==> src/rtl/sample_frame_buffer.sv <==
// Stereo sample FIFO between the music player and the codec, with frame-request and prime/run control.
// Latency: a popped pair appears on out_left/out_right one cycle after frame_tick; req_frame is registered.
// Backpressure: a single outstanding frame request; pushes into a full FIFO are dropped and flagged.
module sample_frame_buffer #(
   parameter int SAMPLE_W    = 16,
   parameter int DEPTH       = 8,
   parameter int ADDR_W      = 3,
   parameter int PRIME_LEVEL = 4
) (
   input  logic                clk,
   input  logic                reset,
   input  logic                frame_tick,
   input  logic                in_valid,
   input  logic [SAMPLE_W-1:0] in_left,
   input  logic [SAMPLE_W-1:0] in_right,
   output logic                req_frame,
   output logic [SAMPLE_W-1:0] out_left,
   output logic [SAMPLE_W-1:0] out_right,
   output logic                out_update,
   output logic [ADDR_W:0]     level,
   output logic                running,
   output logic [15:0]         underrun_count,
   output logic                overflow
);

   localparam logic [ADDR_W:0] LVL_FULL  = (ADDR_W+1)'(DEPTH);
   localparam logic [ADDR_W:0] LVL_PRIME = (ADDR_W+1)'(PRIME_LEVEL);

   typedef enum logic {PRIME = 1'b0, RUN = 1'b1} state_t;

   state_t                    state, state_nxt;
   logic [2*SAMPLE_W-1:0]     mem [DEPTH];
   logic [ADDR_W-1:0]         rd_ptr, wr_ptr;
   logic                      outstanding;
   logic                      full, empty;
   logic                      pop, push, drop;
   logic                      underrun, prime_tick;
   logic                      issue;
   logic [ADDR_W+1:0]         lvl_plus_pop;
   logic [2*SAMPLE_W-1:0]     head;

   assign full  = (level == LVL_FULL);
   assign empty = (level == '0);
   assign head  = mem[rd_ptr];

   // A pop in the same cycle makes room, so a push into a full FIFO is only dropped without one.
   assign push = in_valid && (!full || pop);
   assign drop = in_valid && full && !pop;

   // Request only when nothing is outstanding and this cycle's occupancy leaves headroom.
   assign lvl_plus_pop = {1'b0, level} + {{(ADDR_W+1){1'b0}}, pop};
   assign issue        = !outstanding && (lvl_plus_pop < {1'b0, LVL_FULL});

   assign running = (state == RUN);

   // Next-state and per-cycle pop/underrun decisions.
   always_comb begin
      state_nxt  = state;
      pop        = 1'b0;
      underrun   = 1'b0;
      prime_tick = 1'b0;
      case (state)
         PRIME: begin
            prime_tick = frame_tick;
            if (level >= LVL_PRIME) state_nxt = RUN;
         end
         RUN: begin
            if (frame_tick) begin
               if (!empty) begin
                  pop = 1'b1;
               end else begin
                  underrun  = 1'b1;
                  state_nxt = PRIME;
               end
            end
         end
         default: state_nxt = PRIME;
      endcase
   end

   // State register.
   always_ff @(posedge clk) begin
      if (reset) state <= PRIME;
      else       state <= state_nxt;
   end

   // Sample storage; contents are don't-care once the pointers are reset.
   always_ff @(posedge clk) begin
      if (push) mem[wr_ptr] <= {in_left, in_right};
   end

   // Pointers and occupancy.
   always_ff @(posedge clk) begin
      if (reset) begin
         rd_ptr <= '0;
         wr_ptr <= '0;
         level  <= '0;
      end else begin
         if (push) wr_ptr <= wr_ptr + 1'b1;
         if (pop)  rd_ptr <= rd_ptr + 1'b1;
         case ({push, pop})
            2'b10:   level <= level + 1'b1;
            2'b01:   level <= level - 1'b1;
            default: level <= level;
         endcase
      end
   end

   // Frame request engine: one request in flight, cleared by the next incoming pair.
   always_ff @(posedge clk) begin
      if (reset) begin
         req_frame   <= 1'b0;
         outstanding <= 1'b0;
      end else begin
         req_frame <= issue;
         if (issue)         outstanding <= 1'b1;
         else if (in_valid) outstanding <= 1'b0;
      end
   end

   // Output pair register: zeros while priming, head pair on a pop, hold on underrun.
   always_ff @(posedge clk) begin
      if (reset) begin
         out_left   <= '0;
         out_right  <= '0;
         out_update <= 1'b0;
      end else begin
         out_update <= 1'b0;
         if (prime_tick) begin
            out_left   <= '0;
            out_right  <= '0;
            out_update <= 1'b1;
         end else if (pop) begin
            out_left   <= head[2*SAMPLE_W-1:SAMPLE_W];
            out_right  <= head[SAMPLE_W-1:0];
            out_update <= 1'b1;
         end
      end
   end

   // Status: saturating underrun counter and sticky overflow flag.
   always_ff @(posedge clk) begin
      if (reset) begin
         underrun_count <= '0;
         overflow       <= 1'b0;
      end else begin
         if (underrun && underrun_count != 16'hFFFF) underrun_count <= underrun_count + 16'd1;
         if (drop) overflow <= 1'b1;
      end
   end

endmodule

==> config.mk <==
export PLATFORM = sky130hd
export DESIGN_NAME = sample_frame_buffer
export DESIGN_NICKNAME = d
export VERILOG_FILES = /design/src/rtl/sample_frame_buffer.sv
export SDC_FILE = /design/constraint.sdc
export NUM_CORES = 1
export LEC_CHECK = 0
export BUFFER_PORTS_ARGS = -buffer_cell sky130_fd_sc_hd__buf_2
export CORE_ASPECT_RATIO = 1.5
export CORE_MARGIN = 2
export CORE_UTILIZATION = 55
export CTS_CLUSTER_SIZE = 14
export DETAILED_ROUTE_END_ITERATION = 10
export PLACE_DENSITY = 0.74
export SLEW_MARGIN = 20
export SYNTH_ARGS = -nofsm -noshare
export SYNTH_HDL_FRONTEND = slang
export SYNTH_SLANG_ARGS = --single-unit
==> constraint.sdc <==
create_clock -name clk -period 5.45 [get_ports clk]
set_input_delay 0.545 -clock clk [delete_from_list [all_inputs] [get_ports clk]]
set_output_delay 0.545 -clock clk [all_outputs]
set_load 0.01 [all_outputs]
==> impl_results.md, run 1 <==
* Vias in the first global route at 6936
* Total GRT Usage at 21.2%
* DRT Wirelength at about 25 mm
* Skew final at 0.0220 ns
* I/O Buffers at 91
* Final worst setup slack at 2.90 ns
* Setup violations, final at 0
* Min-delay src: in_left[10]
* Async SR Flop Fraction at 0%
* Library cells used by synthesis at between 40 and 50
* Post-synth top flop: edfxtp_1
* Worst Setup End Kind: flop
* Worst Hold Class: input port to flop
* Die Ht at about 190 um
* Depth of the CTS H-tree at 1
* Worst Tran Pin Value at 0.966 ns
* Lkg Pwr at about 4.5 nW
* Final core utilization at 64.1%
* CTS sink cnt at approximately 320
* Clk buf depth at 3
* Number of DRC markers in iteration 0 at between 400 and 500
* Tcrit/Tclk final at 46.8%
* Multi-input gate area at between 3000 and 4000 um2
* Congestion Overflow GR at 0
* Crit path cell chain: buf_4 > mux4_2 > mux2i_1 > a211oi_1
* Vias at 6553
* Commonest cells after routing, fill and taps aside: 256 x edfxtp_1, 91 x buf_2, 64 x mux4_2
* Max Transition Viols Final at 0
* Drt first pass iters at 5
* Fill cell count at 1463
* WHS at about 0.26 ns
* Worst Hold End: mem[0][26]
* Die area at ~23000 um2
* Post-DRT Antenna Nets at 0
* EDFF count, synth at 256
* Power density of the placed cells at ~340 nW/um2
* Placement Setup Slack at 2.80 ns
* Synth Net Count at 713
* Int Pwr at 3.77 mW
* Die X at 126 um
* PostCTS Resize Cnt at 0
* Clock Latency Late Sink at between 0.5 and 0.6 ns
* Final Hold Fails at 0
* Crit path max fanout at 40
* R2R Path End: out_right[12]
* Mapped Cells at 673
* Fin Setup TNS at 0 ns
* Site Rows at 66
* Average size of a mapped cell at 18.1 um2
* Sequential element share of the synthesized area at between 70% and 80%
* CP max stage cell: dfxtp_4
* Delay-heaviest family, CP: flip-flops
* VDD IR max at 289 uV
* DRC violation count after routing at 0
* Startpoint types: flop
* DR WL/cell at 23.0 um
* I/O pin total at 92
* Total CTS buffers at 29
* CP Class: flop to flop
* Worst EP required at roughly 5.8 ns
* Commonest non-fill, non-tap cell in the layout: edfxtp_1
* Crit path DAT at 2.92 ns
* Fin area at 13900 um2
* Critical Path Max Stage Delay at 0.89 ns
* Vias per cell at between 6 and 7
* Seq pwr share at 57.3%
* Outcome: finished clean
* Global-route wire length before repair at 38.9 mm
* Final nets at 813
* Crit path buf inv count at 1
* Area Growth Syn to Fin at 14.0%
* Reg2reg start: rd_ptr[0]
* RSZ-0062 raised after global routing: no
* Starting Density at 56.2%
* Combinational cell fraction of total power at 3.3%
* Yosys reg bits at 319
* Switching Share at 20.1%
* Max Fclk at 0.392 GHz
* Diodes inserted at 0
* Placed Area at 13100 um2
* Hold-fix buffers, CTS at 0
* Clock network fraction of design power at 39.4%
* Mapped cell area at 12200 um2
* Hold path cells at 1
* Clock-pin slew on the worst setup and hold paths at ~0.070 ns
* Global placer's final weighted congestion at 0.807
* Reg2Reg Depth at 4
* Root buffer cell: clkbuf_16
* Reg-to-reg slack, setup at just under 3 ns
* Largest net degree at the start of global routing at 67
* Slew HR at 35.6%
* Post-layout min period at 2.55 ns
* Register Area at 8950 um2
* Initial antenna violation count at 1
* Core ar. at 21700 um2
* NetSw at 0.949 mW
* Max-cap violations at 0
* DP Wirelength at 13.7 mm
* Setup bufs post-CTS at 0
* CTS tree: built
* Share of layout cells above drive strength 1 at 29.3%
* Synth warnings at 0
## final cells by class
type,instances,share of cell area [%]
clock buffers,40,5.51
clock inverters,11,0.647
inverters,3,0.0809
multi-input cells,311,22.6
flip-flops and latches,319,64.4
well taps,272,2.45
repair buffers,109,4.39
## worst max path at each step
stage | to | depth (start not counted) | start | slack, ns
2_1_floorplan | mem[2][0] | 3 | in_valid | 0.50
3_3_place_gp | out_right[12] | 4 | rd_ptr[0] | 2.88
3_5_place_dp | out_right[12] | 4 | rd_ptr[0] | 2.80
4_1_cts | out_right[12] | 4 | rd_ptr[0] | 2.78
5_1_grt | out_right[12] | 4 | rd_ptr[0] | 2.68
6_report | out_right[12] | 4 | rd_ptr[0] | 2.90
## flip-flops by register name, summed over array words and instances, names as in the netlist, 3 cells and up
name and flops:
level 4, mem 256, out_left 16, out_right 16, rd_ptr 3, underrun_count 16, wr_ptr 3
## Yosys cell counts, drive strengths merged (5+ instances only)
master	number	area share [%]
nor4	5	0.31
nor2	47	1.4
edfxtp	256	63
nand3	8	0.33
a211oi	34	2.1
buf	16	0.58
a21oi	20	0.82
nand2	13	0.40
o31ai	10	0.62
o21ai	8	0.33
mux4	64	12
nand4	6	0.31
or4	12	0.77
clkbuf	24	0.74
or3	5	0.26
nor3	6	0.25
dfxtp	63	10
mux2i	33	2.7
## routing by layer
metal	global-route usage (%)	routed length (um)
met5	0	9
met4	5.98	473
met3	3.27	1350
met2	37.5	13200
met1	27.5	9480
## metrics by stage
stage	total power, mW	instances
4_1_cts	4.75	1065
5_1_grt	4.86	1065
2_1_floorplan	2.83	673
6_report	4.72	1065
3_3_place_gp	2.90	1013
3_5_place_dp	2.91	1014
## power by group through the flow
stage | clock (mW) | combinational (mW) | sequential [mW]
after CTS | 1.89 | 0.157 | 2.70
after global placement | 0 | 0.149 | 2.75
final | 1.86 | 0.155 | 2.70
after floorplan | 0 | 0.0807 | 2.75
after detailed placement | 0 | 0.156 | 2.75
after global routing | 1.99 | 0.170 | 2.71
## logic make-up (layout without fill, tap and decap cells)
kind of cell	count (synthesis)	after routing	synth area share [%]
AND/OR/NAND/NOR	121	121	5.22
XOR/XNOR	5	5	0.359
adder cells (fa/ha/maj)	4	4	0.410
AO/OA/AOI/OAI	81	81	4.45
flip-flops	319	319	73.3
buffers and inverters	43	163	1.42
multiplexers	100	100	14.8
Power figures use the tool's default switching activity.
==> run 2: changes to the inputs <==
CORE_UTILIZATION = 54   (was 55)
PLACE_DENSITY = 0.76   (was 0.74)
clock period = 2.3 ns   (was 5.45 ns; I/O delays follow)
==> impl_results.md, run 2 (same netlist as run 1, synthesis figures left out) <==
* Depth of the CTS H-tree at 1 (unchanged)
* Reg2reg start: level[1] (was rd_ptr[0])
* Lkg Pwr at 4.76 nW (was 4.46 nW)
* I/O pin total at 92 (unchanged)
* Clock-pin slew on the worst setup and hold paths at 0.06 ns (was 0.07 ns)
* RSZ-0062 raised after global routing: yes (was no)
* Largest net degree at the start of global routing at 67 (unchanged)
* Seq pwr share at 57.1% (was 57.3%)
* Worst Hold End: out_update (was mem[0][26])
* Worst Tran Pin Value at 0.907 ns (was 0.966 ns)
* CTS tree: built (unchanged)
* VDD IR max at 649 uV (was 289 uV)
* DRT Wirelength at 25.4 mm (was 24.5 mm)
* Clock network fraction of design power at 38.6% (was 39.4%)
* Int Pwr at 8.91 mW (was 3.77 mW)
* Setup violations, final at 3 (was 0)
* Share of layout cells above drive strength 1 at 32.5% (was 29.3%)
* Initial antenna violation count at 0 (was 1)
* Reg2Reg Depth at 7 (was 4)
* Die area at 23800 um2 (was 23400 um2)
* Max Fclk at 0.423 GHz (was 0.392 GHz)
* Drt first pass iters at 6 (was 5)
* Post-layout min period at 2.36 ns (was 2.55 ns)
* Final nets at 869 (was 813)
* CP max stage cell: or4_4 (was dfxtp_4)
* Site Rows at 67 (was 66)
* Largest reg by FF count: mem (unchanged)
* Placed cell count at 1036 (was 1014)
* Die X at 127 um (was 126 um)
* Slew HR at 39.4% (was 35.6%)
* Crit path max fanout at 7 (was 40)
* Hold path cells at 4 (was 1)
* Min-delay src: frame_tick (was in_left[10])
* Number of DRC markers in iteration 0 at 528 (was 494)
* Combinational cell fraction of total power at 4.3% (was 3.3%)
* Core ar. at 22300 um2 (was 21700 um2)
* Commonest non-fill, non-tap cell in the layout: edfxtp_1 (unchanged)
* Vias in the first global route at 7074 (was 6936)
* Critical Path Max Stage Delay at 0.61 ns (was 0.89 ns)
* DRC violation count after routing at 0 (unchanged)
* Skew final at 0.0170 ns (was 0.0220 ns)
* Total CTS buffers at 29 (unchanged)
* Fin cells at 1128 (was 1065)
* NetSw at 2.28 mW (was 0.949 mW)
* Final Hold Fails at 0 (unchanged)
* Root buffer cell: clkbuf_16 (unchanged)
* Crit path from: level[1] (was rd_ptr[0])
* Vias at 6867 (was 6553)
* Largest register FFs at 256 (unchanged)
* Crit path cell chain: buf_6 > or4_4 > or4_4 > buf_6 > buf_4 > o21ai_1 > a21oi_2 (was buf_4 > mux4_2 > mux2i_1 > a211oi_1)
* Die Ht at 188 um (was 186 um)
* Commonest cells after routing, fill and taps aside: 256 x edfxtp_1, 91 x buf_2, 64 x mux4_2 (unchanged)
* Starting Density at 54.7% (was 56.2%)
* Violated checks: setup timing
* Clk buf depth at 3 (unchanged)
* Max Transition Viols Final at 0 (unchanged)
* CP Class: flop to flop (unchanged)
* Post-DRT Antenna Nets at 0 (unchanged)
* Global-route wire length before repair at 39.3 mm (was 38.9 mm)
* DP Wirelength at 14.3 mm (was 13.7 mm)
* Startpoint types: flop (unchanged)
* Crit path DAT at 2.76 ns (was 2.92 ns)
* Diodes inserted at 0 (unchanged)
* Final worst setup slack at -0.0647 ns (was 2.90 ns)
* Global placer's final weighted congestion at 0.856 (was 0.807)
* Placed Area at 13400 um2 (was 13100 um2)
* Fill cell count at 1481 (was 1463)
* Fin Setup TNS at -0.0879 ns (was 0 ns)
* Clock Latency Late Sink at 0.55 ns (about the same)
* Area Growth Syn to Fin at 20.1% (was 14.0%)
* Power density of the placed cells at 764 nW/um2 (was 339 nW/um2)
* Max-cap violations at 0 (unchanged)
* Switching Share at 20.4% (was 20.1%)
* Worst Hold Class: input port to flop (unchanged)
* Tcrit/Tclk final at 103% (was 46.8%)
* I/O Buffers at 91 (unchanged)
* Total GRT Usage at 21.4% (was 21.2%)
* Reg-to-reg slack, setup at -0.06 ns (was 2.90 ns)
* Worst EP required at 2.70 ns (was 5.82 ns)
* R2R Path End: underrun_count[7] (was out_right[12])
* Worst Setup End Kind: flop (unchanged)
* Outcome: finished with violations (was finished clean)
* Congestion Overflow GR at 0 (unchanged)
* Vias per cell at 6.09 (was 6.15)
* DR WL/cell at 22.5 um (was 23.0 um)
* Fin area at 14700 um2 (was 13900 um2)
* CTS sink cnt at 319 (unchanged)
-- run 2: changes by cell type in the layout (fill, tap and decap cells not counted), sizes merged --
cell,before,now
dlygate4sd3,0,32
clkinv,7,13
bufinv,1,0
clkbuf,40,38
buf,109,133
-- run 2: worst max-delay path: cells and delay by family (launching register included) --
kind | cells | cell delay (ns)
AOI/OAI and AO/OA | 2 | 0.33
buffers and inverters | 3 | 0.42
and+or+nand+nor | 2 | 1.15
DFF | 1 | 0.32
-- run 2: how the worst max path moves through the flow --
stage                              end  slack (ns)  depth (start not counted)
floorplan                    mem[2][0]       -0.08                          4
global placement    underrun_count[13]        0.12                          5
detailed placement  underrun_count[11]        0.06                          5
CTS                 underrun_count[11]        0.04                          5
global route         underrun_count[7]       -0.09                          7
finish               underrun_count[7]       -0.06                          7
-- run 2: layer usage --
layer  vias up  global-route usage [%]  part of all wire [%]
li1       3054                       -                     -
met1      3515                    26.3                    38
met2       250                    39.7                    55
met3        48                    2.60                   5.1
met4         0                    6.30                   2.0
met5         -                       0                     0
-- run 2: cell type report --
type	count	area [um2]	area share, %
multi-input cells	311	3280	22.4
repair buffers	165	1210	8.26
clock inverters	16	77.6	0.529
well taps	276	345	2.36
flip-flops and latches	319	8960	61.2
clock buffers	38	769	5.25
inverters	3	11.3	0.0768
-- run 2: power by group through the flow --
stage / logic [mW] / registers, mW / clock network [mW]
after global placement: 0.403 / 6.50 / 0
after floorplan: 0.214 / 6.52 / 0
after CTS: 0.472 / 6.39 / 4.39
final: 0.484 / 6.39 / 4.32
after detailed placement: 0.423 / 6.51 / 0
after global routing: 0.521 / 6.39 / 4.60
-- run 2: through the flow --
stage | setup slack, ns | power [mW] | hold WS (ns) | utilization [%]
final | -0.0647 | 11.2 | 0.109 | 65.7
after CTS | 0.0372 | 11.3 | 0.0878 | 65.2
after floorplan | -0.0780 | 6.73 | 0.329 | -
after global routing | -0.0935 | 11.5 | 0.146 | 65.7
after global placement | 0.125 | 6.90 | 0.423 | 60.0
after detailed placement | 0.0572 | 6.94 | 0.429 | 60.0
-- run 2: repair_timing --
item / CTS / global route
hold endpoints to repair: 256 / 0
endpoints found under the setup margin: 0 / 4
resized for setup: 0 / 18
hold buffers: 32 / 0
buffers inserted: 0 / 6
==> run 3: changes to the inputs <==
CELL_PAD_IN_SITES_DETAIL_PLACEMENT = 1   (was not set)
CELL_PAD_IN_SITES_GLOBAL_PLACEMENT = 1   (was not set)
CORE_UTILIZATION = 46   (was 54)
PLACE_DENSITY = 0.75   (was 0.76)
==> impl_results.md, run 3 (same netlist as run 1, synthesis figures left out) <==
* Outcome: finished clean (was finished with violations)
* R2R Path End: underrun_count[13] (was underrun_count[7])
* DR WL/cell at 24.1 um (was 22.5 um)
* Reg2reg start: level[2] (was level[1])
* Lkg Pwr at 4.74 nW (was 4.76 nW)
* Crit path from: level[2] (was level[1])
* Worst Hold Class: input port to flop (unchanged)
* Tcrit/Tclk final at 98.0% (was 103%)
* Root buffer cell: clkbuf_16 (unchanged)
* CP Class: flop to flop (unchanged)
* Largest register FFs at 256 (unchanged)
* Crit path DAT at 2.75 ns (was 2.76 ns)
* Area Growth Syn to Fin at 20.3% (was 20.1%)
* Crit path cell chain: buf_6 > or4_4 > or4_4 > or4_4 > a21oi_2 (was buf_6 > or4_4 > or4_4 > buf_6 > buf_4 > o21ai_1 > a21oi_2)
* Setup violations, final at 0 (was 3)
* Site Rows at 73 (was 67)
* Initial antenna violation count at 0 (unchanged)
* Vias at 6847 (was 6867)
* Clk buf depth at 3 (unchanged)
* Max-cap violations at 0 (unchanged)
* Fill cell count at 2410 (was 1481)
* Fin area at 14700 um2 (about the same)
* Worst EP required at 2.80 ns (was 2.70 ns)
* Reg-to-reg slack, setup at 0.05 ns (was -0.06 ns)
* Worst Setup End Kind: flop (unchanged)
* VDD IR max at 663 uV (was 649 uV)
* Global-route wire length before repair at 44.0 mm (was 39.3 mm)
* Commonest cells after routing, fill and taps aside: 256 x edfxtp_1, 91 x buf_2, 64 x mux4_2 (unchanged)
* Power density of the placed cells at 795 nW/um2 (was 764 nW/um2)
* DRT Wirelength at 28.5 mm (was 25.4 mm)
* Worst Tran Pin Value at 0.942 ns (was 0.907 ns)
* Die area at 27900 um2 (was 23800 um2)
* Slew HR at 37.1% (was 39.4%)
* Placed Area at 13400 um2 (about the same)
* Depth of the CTS H-tree at 1 (unchanged)
* Commonest non-fill, non-tap cell in the layout: edfxtp_1 (unchanged)
* Delay-heaviest family, CP: simple AND/OR/NAND/NOR gates (unchanged)
* Max Fclk at 0.444 GHz (was 0.423 GHz)
* CP max stage cell: or4_4 (unchanged)
* Most frequent CP cell: or4_4
* WHS at 0.0770 ns (was 0.109 ns)
* Die X at 137 um (was 127 um)
* I/O pin total at 92 (unchanged)
* Number of DRC markers in iteration 0 at 323 (was 528)
* End of the critical path: underrun_count[13] (was underrun_count[7])
* RSZ-0062 raised after global routing: no (was yes)
* Max Transition Viols Final at 0 (unchanged)
* Post-DRT Antenna Nets at 0 (unchanged)
* Share of layout cells above drive strength 1 at 31.2% (was 32.5%)
* Largest reg by FF count: mem (unchanged)
* Vias in the first global route at 7542 (was 7074)
* Total GRT Usage at 21.1% (was 21.4%)
* Final nets at 862 (was 869)
* Vias per cell at 5.79 (was 6.09)
* Drt first pass iters at 5 (was 6)
* Post-layout min period at 2.25 ns (was 2.36 ns)
* CTS sink cnt at 319 (unchanged)
* Starting Density at 46.4% (was 54.7%)
* Skew final at 0.0176 ns (was 0.0170 ns)
* DRC violation count after routing at 0 (unchanged)
* Number of cells on the critical path at 5 (was 7)
* Largest net degree at the start of global routing at 67 (unchanged)
* Clock Latency Late Sink at 0.57 ns (was 0.55 ns)
* Global placer's final weighted congestion at 0.800 (was 0.856)
* I/O Buffers at 91 (unchanged)
* Crit path buf inv count at 1 (was 3)
* Startpoint types: flop (unchanged)
* Congestion Overflow GR at 0 (unchanged)
* Core ar. at 26300 um2 (was 22300 um2)
* Die Ht at 203 um (was 188 um)
* DP Wirelength at 16.2 mm (was 14.3 mm)
* Crit path max fanout at 9 (was 7)
* Diodes inserted at 0 (unchanged)
* Setup bufs post-CTS at 0 (unchanged)
* Reg2Reg Depth at 5 (was 7)
* Final Hold Fails at 0 (unchanged)
* Total CTS buffers at 30 (was 29)
* Clock-pin slew on the worst setup and hold paths at 0.06 ns (about the same)
* Critical Path Max Stage Delay at 0.58 ns (was 0.61 ns)
* CTS tree: built (unchanged)
* Fin Setup TNS at 0 ns (was -0.0879 ns)
==> run 3: repair_timing <==
action / CTS / global route
setup endpoints to repair: 2 / 2
cloned: 1 / 0
hold buffers: 32 / 0
resized for setup: 2 / 5
hold endpoints to repair: 256 / 0
==> run 3: tightest hold or removal path, delay by kind of cell <==
| kind | cells | cell delay, ns |
|---|---|---|
| AND/OR/NAND/NOR | 1 | 0.06 |
| buffers and inverters | 2 | 0.26 |
| AO/OA/AOI/OAI | 1 | 0.04 |
==> run 3: cell type report <==
cell class | instances | area, um2 | share of cell area, %
flip-flops and latches | 319 | 8960 | 61.0
multi-input cells | 312 | 3240 | 22.1
inverters | 3 | 11.3 | 0.0767
clock buffers | 48 | 870 | 5.92
repair buffers | 156 | 1090 | 7.45
well taps | 337 | 422 | 2.87
clock inverters | 7 | 80.1 | 0.545
==> run 3: metal layers <==
layer	routed length [um]	track usage (%)	part of all wire, %
met5	0	0	0
met3	1350	2.91	4.7
met4	751	7.11	2.6
met1	10900	25.2	38
met2	15500	38.5	55
==> run 3: how the worst min path moves through the flow <==
stage                startpoint    endpoint  cells after the start
floorplan           in_right[0]   mem[0][0]                      0
global placement    outstanding   req_frame                      1
detailed placement  outstanding   req_frame                      1
CTS                  frame_tick  out_update                      4
global route         frame_tick  out_update                      4
finish               frame_tick  out_update                      4
==> run 3: per-stage QoR <==
step                worst slack, ns  utilization (%)  cells  total power, mW
global placement             0.0661             50.9   1094             6.91
CTS                         0.00662             55.7   1182             11.8
floorplan                   -0.0780                -    673             6.73
finish                       0.0466             55.8   1182             11.7
detailed placement          -0.0343             50.9   1094             6.95
global route                0.00748             55.8   1182             12.0
==> run 3: power by group <==
| group | total, mW | leakage (nW) | internal (mW) | switching, mW |
|---|---|---|---|---|
| logic | 0.482 | 1.45 | 0.190 | 0.291 |
| clock network | 4.80 | 0.453 | 2.70 | 2.10 |
| registers | 6.39 | 2.84 | 6.36 | 0.0316 |
